===== src/rtl/maze_solver_arb.sv =====
// maze_solver_arb: two-client round-robin arbiter in front of one shared maze-solver core.
// Forwards the granted client's serial maze to the solver and routes the result burst back.
// Optional feature: define MAZE_ARB_TIMEOUT_EN to abort a job when the solver stays silent in WAIT.
module maze_solver_arb #(
  parameter int unsigned MAZE_BITS   = 225,
  parameter int unsigned COORD_W     = 4,
  parameter int unsigned TIMEOUT_CYC = 1000
) (
  input  logic                 clk,
  input  logic                 rst_n,
  input  logic [1:0]           cl_req,
  output logic [1:0]           cl_gnt,
  input  logic [1:0]           cl_in_valid,
  input  logic [1:0]           cl_maze,
  output logic [1:0]           cl_out_valid,
  output logic [1:0]           cl_maze_not_valid,
  output logic [2*COORD_W-1:0] cl_out_x,
  output logic [2*COORD_W-1:0] cl_out_y,
  output logic                 s_in_valid,
  output logic                 s_maze,
  input  logic                 s_out_valid,
  input  logic                 s_maze_not_valid,
  input  logic [COORD_W-1:0]   s_out_x,
  input  logic [COORD_W-1:0]   s_out_y,
  output logic                 busy,
  output logic                 timeout_err
);

  localparam int unsigned CNT_W = $clog2(MAZE_BITS + 1);

  typedef enum logic [2:0] {
    IDLE   = 3'd0,
    LOAD   = 3'd1,
    WAIT   = 3'd2,
    STREAM = 3'd3,
    DONE   = 3'd4
  } state_t;

  state_t           state;
  logic [CNT_W-1:0] bit_cnt;
  logic             last_gnt;
  logic             gsel;
  logic             pick_c;

`ifdef MAZE_ARB_TIMEOUT_EN
  localparam int unsigned TMO_W = $clog2(TIMEOUT_CYC + 1);
  logic [TMO_W-1:0] wait_cnt;
`else
  // Keeps the timeout parameter referenced when the abort path is compiled out.
  logic unused_timeout;
  assign unused_timeout = |TIMEOUT_CYC;
`endif

  function automatic logic [1:0] one_hot(input logic sel);
    return sel ? 2'b10 : 2'b01;
  endfunction

  function automatic logic [2*COORD_W-1:0] place(input logic sel, input logic [COORD_W-1:0] v);
    return sel ? {v, {COORD_W{1'b0}}} : {{COORD_W{1'b0}}, v};
  endfunction

  // Round-robin choice: a lone requester wins; on a tie the client not granted last wins.
  assign pick_c = (cl_req == 2'b11) ? ~last_gnt : cl_req[1];

  // Arbitration FSM with registered solver-side and client-side forwarding.
  always_ff @(posedge clk or negedge rst_n) begin
    if (!rst_n) begin
      state             <= IDLE;
      bit_cnt           <= '0;
      last_gnt          <= 1'b1;
      gsel              <= 1'b0;
      cl_gnt            <= 2'b00;
      cl_out_valid      <= 2'b00;
      cl_maze_not_valid <= 2'b00;
      cl_out_x          <= '0;
      cl_out_y          <= '0;
      s_in_valid        <= 1'b0;
      s_maze            <= 1'b0;
      busy              <= 1'b0;
      timeout_err       <= 1'b0;
`ifdef MAZE_ARB_TIMEOUT_EN
      wait_cnt          <= '0;
`endif
    end else begin
      s_in_valid        <= 1'b0;
      s_maze            <= 1'b0;
      cl_out_valid      <= 2'b00;
      cl_maze_not_valid <= 2'b00;
      cl_out_x          <= '0;
      cl_out_y          <= '0;
      timeout_err       <= 1'b0;
      case (state)
        IDLE: begin
          if (|cl_req) begin
            gsel     <= pick_c;
            last_gnt <= pick_c;
            cl_gnt   <= one_hot(pick_c);
            busy     <= 1'b1;
            state    <= LOAD;
          end
        end
        LOAD: begin
          s_in_valid <= cl_in_valid[gsel];
          s_maze     <= cl_maze[gsel];
          if (cl_in_valid[gsel]) begin
            bit_cnt <= bit_cnt + 1'b1;
            if (bit_cnt == CNT_W'(MAZE_BITS - 1)) begin
              state <= WAIT;
`ifdef MAZE_ARB_TIMEOUT_EN
              wait_cnt <= '0;
`endif
            end
          end
        end
        WAIT: begin
          if (s_out_valid) begin
            cl_out_valid      <= one_hot(gsel);
            cl_maze_not_valid <= s_maze_not_valid ? one_hot(gsel) : 2'b00;
            cl_out_x          <= place(gsel, s_out_x);
            cl_out_y          <= place(gsel, s_out_y);
            state             <= STREAM;
          end
`ifdef MAZE_ARB_TIMEOUT_EN
          else if (wait_cnt == TMO_W'(TIMEOUT_CYC - 1)) begin
            timeout_err       <= 1'b1;
            cl_out_valid      <= one_hot(gsel);
            cl_maze_not_valid <= one_hot(gsel);
            cl_gnt            <= 2'b00;
            state             <= DONE;
          end else begin
            wait_cnt <= wait_cnt + 1'b1;
          end
`endif
        end
        STREAM: begin
          cl_out_valid      <= s_out_valid ? one_hot(gsel) : 2'b00;
          cl_maze_not_valid <= s_maze_not_valid ? one_hot(gsel) : 2'b00;
          cl_out_x          <= s_out_valid ? place(gsel, s_out_x) : '0;
          cl_out_y          <= s_out_valid ? place(gsel, s_out_y) : '0;
          if (!s_out_valid) begin
            cl_gnt <= 2'b00;
            state  <= DONE;
          end
        end
        DONE: begin
          cl_gnt  <= 2'b00;
          bit_cnt <= '0;
          busy    <= 1'b0;
          state   <= IDLE;
        end
        default: begin
          cl_gnt <= 2'b00;
          busy   <= 1'b0;
          state  <= IDLE;
        end
      endcase
    end
  end

endmodule


===== config.mk =====
export PLATFORM = sky130hd
export DESIGN_NAME = maze_solver_arb
export DESIGN_NICKNAME = d
export VERILOG_FILES = /design/src/rtl/maze_solver_arb.sv
export SDC_FILE = /design/constraint.sdc
export NUM_CORES = 1
export LEC_CHECK = 0
export ABC_AREA = 1
export CORE_MARGIN = 5
export CORE_UTILIZATION = 47
export DETAILED_ROUTE_END_ITERATION = 8
export GPL_TIMING_DRIVEN = 0
export PLACE_DENSITY = 0.9
export SKIP_LAST_GASP = 1
export SYNTH_ARGS = -nofsm -noshare
export SYNTH_HDL_FRONTEND = slang
export SYNTH_SLANG_ARGS = --single-unit

===== constraint.sdc =====
create_clock -name clk -period 1.6 [get_ports clk]
set_clock_uncertainty 0.1 [all_clocks]
set_input_delay 0.4 -clock clk [delete_from_list [all_inputs] [get_ports clk]]
set_output_delay 0.4 -clock clk [all_outputs]
set_load 0.05 [all_outputs]

Yosys cells after proc, flatten, opt, wreduce, memory -nomap -nowiden
Index checks and enable logic that the tools add are counted.

Magnitude comparators: 1. Equality and inequality tests: 11. Multiplexer cells: 33. Add/sub/neg operators: 1. Reduce and logical (&&, ||, !) cells: 11. Bitwise logic cells: 3.

Operator list (count): 8-bit 2-to-1 mux (7); 2-bit 2-to-1 mux (8); 8-bit one-hot mux with 2 select lines (1); 3-bit 2-to-1 mux (5); 3-bit one-hot mux with 4 select lines (1); 2-bit inequality test (second input constant) (5); 8-bit by 1-bit adder with 8-bit output (second input constant) (1); 8-bit == test (second input constant) (1); 1-bit 2-to-1 mux (8); 3-bit by 2-bit == test with 1-bit output (second input constant) (2); 2-bit one-hot mux with 3 select lines (1); 2-bit AND reduction (3); 2-bit OR reduction (3); 5-bit AND reduction (1); 2-bit one-hot mux with 2 select lines (1); 3-bit by 1-bit == test with 1-bit output (second input constant) (1); 3-bit == test (second input constant) (1); 3-bit zero test (1); 1-bit NOT (3); 3-bit AND reduction (1); 3-bit OR reduction (1); 2-bit == test (second input constant) (1); 1-bit by 2-bit less-than comparator with 1-bit output (second input constant) (1); 1-bit one-hot mux with 2 select lines (1); 2-bit nonzero test (1).

Input bits: 18. Output and inout port bits: 26. Register bits after elaboration: 38. Logic and storage cells: 72.

Depth between registers and ports, before layout
Gate-level depths: netlist of run 1.

Word-level depth: 5. Gate-level depth with buffers: 9. Mapped depth without buffers: 9.

Worst setup path before layout of run 1
Ideal clock, no wire load.

Path kind: register to register. From: reg bit_cnt[0]. To: reg state[1]. Setup slack: 0.329 ns. Buffers on the path: 0. Required time: 1.383 ns. Arrival: 1.054 ns. Library setup time: 0.117 ns. Stages on the path, launching flop included: 10. Clock period less this slack: 1.271 ns. Cells stage by stage: dfrtp_1 > inv_1 > ha_1 > nand2_1 > nor2_1 > nand3_1 > nand2_1 > nand2_2 > nand2_1 > nand2_1.

Word-level cells in the longest chain between the ends: 3.

Ends and longest elaborated chain: start: declaration (line 40) `logic [CNT_W-1:0] bit_cnt;`; start signal: assignment (line 106) `bit_cnt <= bit_cnt + 1'b1;`; 8-bit == test (line 107) `if (bit_cnt == CNT_W'(MAZE_BITS - 1)) begin`; 2-bit inequality test (no source line); 5-bit AND reduction (no source line); end signal: assignment (line 99) `state <= LOAD;`; end signal: assignment (line 108) `state <= WAIT;`; end signal: assignment (line 121) `state <= STREAM;`; end: declaration (line 39) `state_t state;`.

No other way between the ends. A chain may end at the register's enable or synchronous reset.

Worst setup path after layout of run 1
From: reg busy. To: out busy.

RTL lines: start: declaration (line 25) `output logic busy,`; start signal: assignment (line 79) `busy <= 1'b0;`; start signal: assignment (line 98) `busy <= 1'b1;`; start signal: assignment (line 148) `busy <= 1'b0;`.

No word-level cell between the ends.

==> results.json, run 1 <==
{
  "cts_sinks": 38,
  "p_clk_frac": 0.232,
  "synth_cell_type_count": 22,
  "syn-mean-instance-area_um2": 8.799,
  "leakagePower_nw": 1.169,
  "post-route-drc-count": 0,
  "yosysSeqAreaShare": 0.5818,
  "slew_headroom": 0.4580,
  "internal-power_mw": 2.046,
  "min_path_type": "input pin to asynchronous set/reset pin",
  "dieArea_um2": 4762,
  "tightestPinTransition_ns": 0.8130,
  "worstPathRequired_ns": 1.10,
  "postPlaceCellArea_um2": 2110,
  "finalHoldViolCount": 0,
  "cp_top_family": "flip-flops",
  "fmax_ghz": 0.6598,
  "ctsHoldBuffers": 0,
  "crit_path_end_kind": "output port",
  "grt_remaining_overflow": 0,
  "switching_share": 0.4290,
  "synth.most_common_cell": "nand2_1",
  "post_cts_buffers": 0,
  "antenna_cells": 0,
  "antenna_found_initial": 0,
  "grt_pass1_wl_mm": 6.327,
  "vias": 1374,
  "finalCriticalPeriod_ns": 1.516,
  "routedWlPerCell_um": 13.21,
  "met1_usage": 0.1929,
  "nFillCells": 313,
  "async_flop_share": 1.000,
  "grt_max_degree": 39,
  "cp_data_arrival_time_ns": 1.02,
  "outcome": "finished clean",
  "ys_warn_count": 0,
  "critical_path_class": "register to output port",
  "cts_max_level": 2,
  "die_h_um": 69.01,
  "drt_iter0_drc": 75,
  "die_x_um": 69.01,
  "pwr-share-seq": 0.369,
  "dp_hpwl_mm": 2.856,
  "use_met3": 0.04360,
  "crit_buf_inv": 1,
  "root_buffer": "clkbuf_4",
  "drv_cap": 0,
  "switchingPower_mw": 1.537,
  "met2_usage": 0.2934,
  "numCtsBuffers": 5,
  "rr_endpoint": "state[1]$_DFFE_PN0P_",
  "drive_gt1_frac": 0.2288,
  "critical_path.slowest_cell": "dfrtp_1",
  "design.core.area_um2": 3363,
  "cts_tree": "yes",
  "reg2reg_slack_ns": 0.19,
  "syn_area_um2": 1637,
  "yosysTopAreaCell": "dfrtp_1",
  "total_power_mw": 3.584,
  "rsz0062_at_grt": "false",
  "pwr-share-comb": 0.399,
  "io_pins": 44,
  "portBuffers": 42,
  "syn_nets": 206,
  "vias_per_cell": 4.872,
  "powerDensity_nw_per_um2": 1714,
  "ant_nets": 0,
  "cts_max_path_buffers": 2,
  "slowest_delay_ns": 0.39,
  "path_clk_slew_ns": 0.12,
  "rows": 21,
  "synth-edff-count": 0,
  "synthCells": 186,
  "initial_utilization": 0.4866,
  "setup_violations": 0,
  "final_area_um2": 2091,
  "syn_to_final_growth_pct": 27.75,
  "drt-total-wl_mm": 3.724,
  "cp_max_fo": 2,
  "critPathLaunchType": "register",
  "synthTopCellsByCount": "44 x nand2_1, 37 x dfrtp_1, 28 x nor2_1",
  "synth_top_flop_cell": "dfrtp_1",
  "peakVddDrop_v": 0.0008503,
  "grt_busiest_layer": "met2",
  "grt_pass1_vias": 1404,
  "worstPathCellList": "buf_2",
  "final.period_utilization": 0.9473,
  "first_pass_iters": 4,
  "postSynthRegisterBits": 38,
  "grt_usage": 0.1710,
  "clkLatencyLatePin_ns": 0.36,
  "nets": 255,
  "gp_congestion": 0.8181,
  "rr_worst_depth": 9,
  "synth_top_area_frac": 0.5657,
  "reg2reg_from": "bit_cnt[0]$_DFFE_PN0P_",
  "ys_top_cells_by_area": "dfrtp_1 57%, nand2_1 10%, nor2_1 6.4%",
  "maxSlewViolCount": 0
}
==> how the worst max path moves through the flow <==
stage	start	endpoint	slack [ns]	depth (start not counted)
after floorplan	bit_cnt[0]$_DFFE_PN0P_	state[1]$_DFFE_PN0P_	0.33	9
after global placement	rst_n	bit_cnt[4]$_DFFE_PN0P_	-0.77	1
after detailed placement	cl_req[1]	state[1]$_DFFE_PN0P_	-0.13	8
after CTS	busy$_DFFE_PN0P_	busy	-0.04	1
after global routing	busy$_DFFE_PN0P_	busy	0.03	1
final	busy$_DFFE_PN0P_	busy	0.08	1
==> layout make-up <==
cell class	instances	area, um2	share of cell area
flip-flops and latches	38	952.2	0.4554
multi-input cells	119	568.0	0.2717
repair buffers	42	290.3	0.1388
inverters	27	101.3	0.04847
clock inverters	3	68.82	0.03291
well taps	46	57.56	0.02753
clock buffers	5	37.54	0.01795
plain buffers	2	15.01	0.007181
==> per-stage QoR <==
stage	setup TNS [ns]	hold slack (ns)	std cells	setup WS [ns]	util
4_1_cts	-0.03608	0.03470	282	-0.03608	0.6589
2_1_floorplan	0	0.004409	186	0.3290	-
3_5_place_dp	-2.038	0.3832	274	-0.1319	0.6272
3_3_place_gp	-29.35	0.3757	274	-0.7692	0.6287
6_report	0	0.01729	282	0.08434	0.6217
5_1_grt	0	0.07530	282	0.02842	0.6217
==> layer usage <==
metal | vias to the layer above | routed length (um)
met1 | 653 | 1460
met4 | 0 | 111
met5 | - | 0
li1 | 676 | -
met2 | 34 | 1994
met3 | 11 | 157
==> cells in the final DEF, fill, tap and decap left out <==
master           synthesis  routed
nand2_2                  2       2
nor3_1                   3       3
nor2_2                   3       3
clkbuf_4                 0       5
nand2_4                  2       2
nand3_1                 11      11
o21ai_2                  1       1
bufinv_16                0       2
xor2_1                   1       1
dfstp_2                  1       1
conb_1                   1       1
nor2_1                  28      28
inv_2                    6       6
a21oi_1                  2       2
buf_2                    0      26
nand4_1                  5       5
nor3_2                   2       2
dfrtp_1                 37      37
ha_1                     2       2
clkdlybuf4s50_1          0      16
clkinv_4                 0       1
nand2_1                 44      44
o21ai_0                  7       7
inv_1                   21      21
nor2_4                   1       1
buf_4                    2       2
o21ai_1                  4       4
==> sequential cells by signal, indices dropped and copies added, names as in the netlist <==
| name | cells |
|---|---|
| bit_cnt | 8 |
| busy | 1 |
| cl_gnt | 2 |
| cl_maze_not_valid | 2 |
| cl_out_valid | 2 |
| cl_out_x | 8 |
| cl_out_y | 8 |
| gsel | 1 |
| last_gnt | 1 |
| s_in_valid | 1 |
| s_maze | 1 |
| state | 3 |
==> what timing repair did <==
action	CTS	global route
gates resized for setup	85	40
setup endpoints to repair	25	20
pin swaps	0	0
==> kinds of logic after synthesis <==
kind of cell / Yosys count / share of synthesized area
flops: 38 / 0.5818
compound gates: 14 / 0.04511
other cells: 1 / 0.002291
buf+inv: 29 / 0.07110
fa+ha+maj: 2 / 0.01529
simple gates: 101 / 0.2790
xor+xnor: 1 / 0.005353
==> power groups by stage <==
stage          combinational (mW)  clock (mW)  sequential (mW)
2_1_floorplan               0.698           0             1.69
3_3_place_gp                 1.48           0             1.33
3_5_place_dp                 1.53           0             1.35
4_1_cts                      1.49       0.838             1.32
5_1_grt                      1.58       0.885             1.35
6_report                     1.43       0.832             1.32
(Power assumes the default switching activity.)
==> inputs of run 2 (changes only) <==
- CORE_UTILIZATION: 47 -> 30
- PLACE_DENSITY: 0.9 -> 0.66
==> results.json, run 2 (synthesized netlist as in run 1, its figures left out) <==
{
  "wl_met3_um": 229,
  "initial_utilization": 0.3144,
  "critPathLaunchType": "register",
  "vias_per_cell": 4.317,
  "vias": 1321,
  "slowest_delay_ns": 0.38,
  "final_area_um2": 2265,
  "ant_nets": 0,
  "reg2reg_from": "bit_cnt[0]$_DFFE_PN0P_",
  "outcome": "finished clean",
  "crit_buf_inv": 1,
  "placedCellCount": 298,
  "leakagePower_nw": 1.128,
  "cp_data_arrival_time_ns": 1.04,
  "gp_congestion": 0.7774,
  "multi_input_area_um2": 570.5,
  "antenna_found_initial": 0,
  "io_pins": 44,
  "peakVddDrop_v": 0.0006653,
  "post-route-util": 0.4351,
  "maxSlewViolCount": 0,
  "cts_tree": "yes",
  "final_cells": 306,
  "antenna_cells": 0,
  "finalHoldViolCount": 0,
  "mostFrequentLayoutCell": "nand2_1",
  "whs_ns": 0.1051,
  "reg2reg_slack_ns": 0.19,
  "post_cts_buffers": 0,
  "rows": 26,
  "critical_path_class": "register to output port",
  "die_h_um": 83.86,
  "final-seq-area_um2": 952.2,
  "reg_top3": "bit_cnt: 8 flops, cl_out_x: 8 flops, cl_out_y: 8 flops",
  "clkLatencyLatePin_ns": 0.29,
  "wl_met1_mm": 1.629,
  "startpoint": "cl_maze_not_valid[0]$_DFF_PN0_",
  "finalCriticalPeriod_ns": 1.536,
  "crit_path_end_kind": "output port",
  "setup_violations": 0,
  "slew_headroom": 0.4468,
  "dp_slack_ns": -0.1495,
  "grt_usage": 0.1097,
  "cp_top_family": "buffers and inverters",
  "worstSetupEndpoint": "cl_maze_not_valid[0]",
  "worst_slack_ns": 0.06406,
  "dp_hpwl_mm": 2.633,
  "routedWlPerCell_um": 11.55,
  "ctsHoldBuffers": 0,
  "portBuffers": 42,
  "cts_sinks": 38,
  "root_buffer": "clkbuf_8",
  "powerDensity_nw_per_um2": 1537,
  "total_power_mw": 3.482,
  "tns_ns": 0,
  "cp_max_fo": 1,
  "design.core.area_um2": 5205,
  "cts_max_level": 2,
  "numCtsBuffers": 5,
  "post-route-drc-count": 0,
  "final.period_utilization": 0.9600,
  "die_x_um": 83.86,
  "cts_max_path_buffers": 2,
  "path_clk_slew_ns": 0.07,
  "nets": 255,
  "grt_pass1_vias": 1389,
  "rsz0062_at_grt": "false",
  "rr_worst_depth": 9,
  "first_pass_iters": 4,
  "tightestPinTransition_ns": 0.8298,
  "postPlaceCellArea_um2": 2140,
  "grt_max_degree": 39,
  "met2_length_mm": 1.631,
  "worstPathRequired_ns": 1.10,
  "cp_num_cells": 1,
  "critical_path.slowest_cell": "clkdlybuf4s15_2",
  "worstPathCellList": "clkdlybuf4s15_2",
  "drt_iter0_drc": 37,
  "fmax_ghz": 0.6511,
  "routed.top_layer": "met4",
  "syn_to_final_growth_pct": 38.38,
  "drt-total-wl_mm": 3.533,
  "drive_gt1_frac": 0.2288,
  "grt_remaining_overflow": 0,
  "grt_pass1_wl_mm": 6.037,
  "final_cell_mix": "43 x nand2_1, 37 x dfrtp_1, 28 x nor2_1, 25 x clkdlybuf4s15_2, 21 x inv_1",
  "dieArea_um2": 7033,
  "nFillCells": 516,
  "min_path_type": "input pin to asynchronous set/reset pin",
  "drv_cap": 0,
  "rr_endpoint": "state[1]$_DFFE_PN0P_"
}
run 2: cell type report:
type	count	share of cell area
sequential	38	0.4204
multi-input combinational	119	0.2519
timing repair buffer	42	0.1972
inverter	27	0.04475
tap	70	0.03867
clock buffer	7	0.03812
buffer	2	0.006630
clock inverter	1	0.002210
run 2: layer usage:
| metal | global-route usage | up-vias |
|---|---|---|
| met5 | 0 | - |
| met1 | 0.1253 | 621 |
| li1 | - | 667 |
| met3 | 0.04738 | 4 |
| met2 | 0.1779 | 29 |
| met4 | 0.04825 | 0 |
run 2: worst min path at each step:
stage,slack [ns],start,cells after the start,endpoint
6_report,0.11,rst_n,1,s_in_valid$_DFF_PN0_
5_1_grt,0.19,rst_n,1,s_in_valid$_DFF_PN0_
4_1_cts,0.13,rst_n,1,cl_maze_not_valid[1]$_DFF_PN0_
3_5_place_dp,0.38,last_gnt$_DFFE_PN1P_,2,last_gnt$_DFFE_PN1P_
3_3_place_gp,0.38,last_gnt$_DFFE_PN1P_,2,last_gnt$_DFFE_PN1P_
2_1_floorplan,0.004,rst_n,0,bit_cnt[0]$_DFFE_PN0P_
run 2: power by group:
| part | internal (mW) | total, mW | switching [mW] |
|---|---|---|---|
| Sequential | 1.18 | 1.33 | 0.152 |
| Clock | 0.347 | 0.672 | 0.325 |
| Combinational | 0.453 | 1.48 | 1.03 |
| Total | 1.98 | 3.48 | 1.50 |
run 2: timing repair:
action                                  in CTS  in global routing
resized for setup                           75                  1
endpoints found under the setup margin      25                  1
endpoints found under the hold margin        0                  0
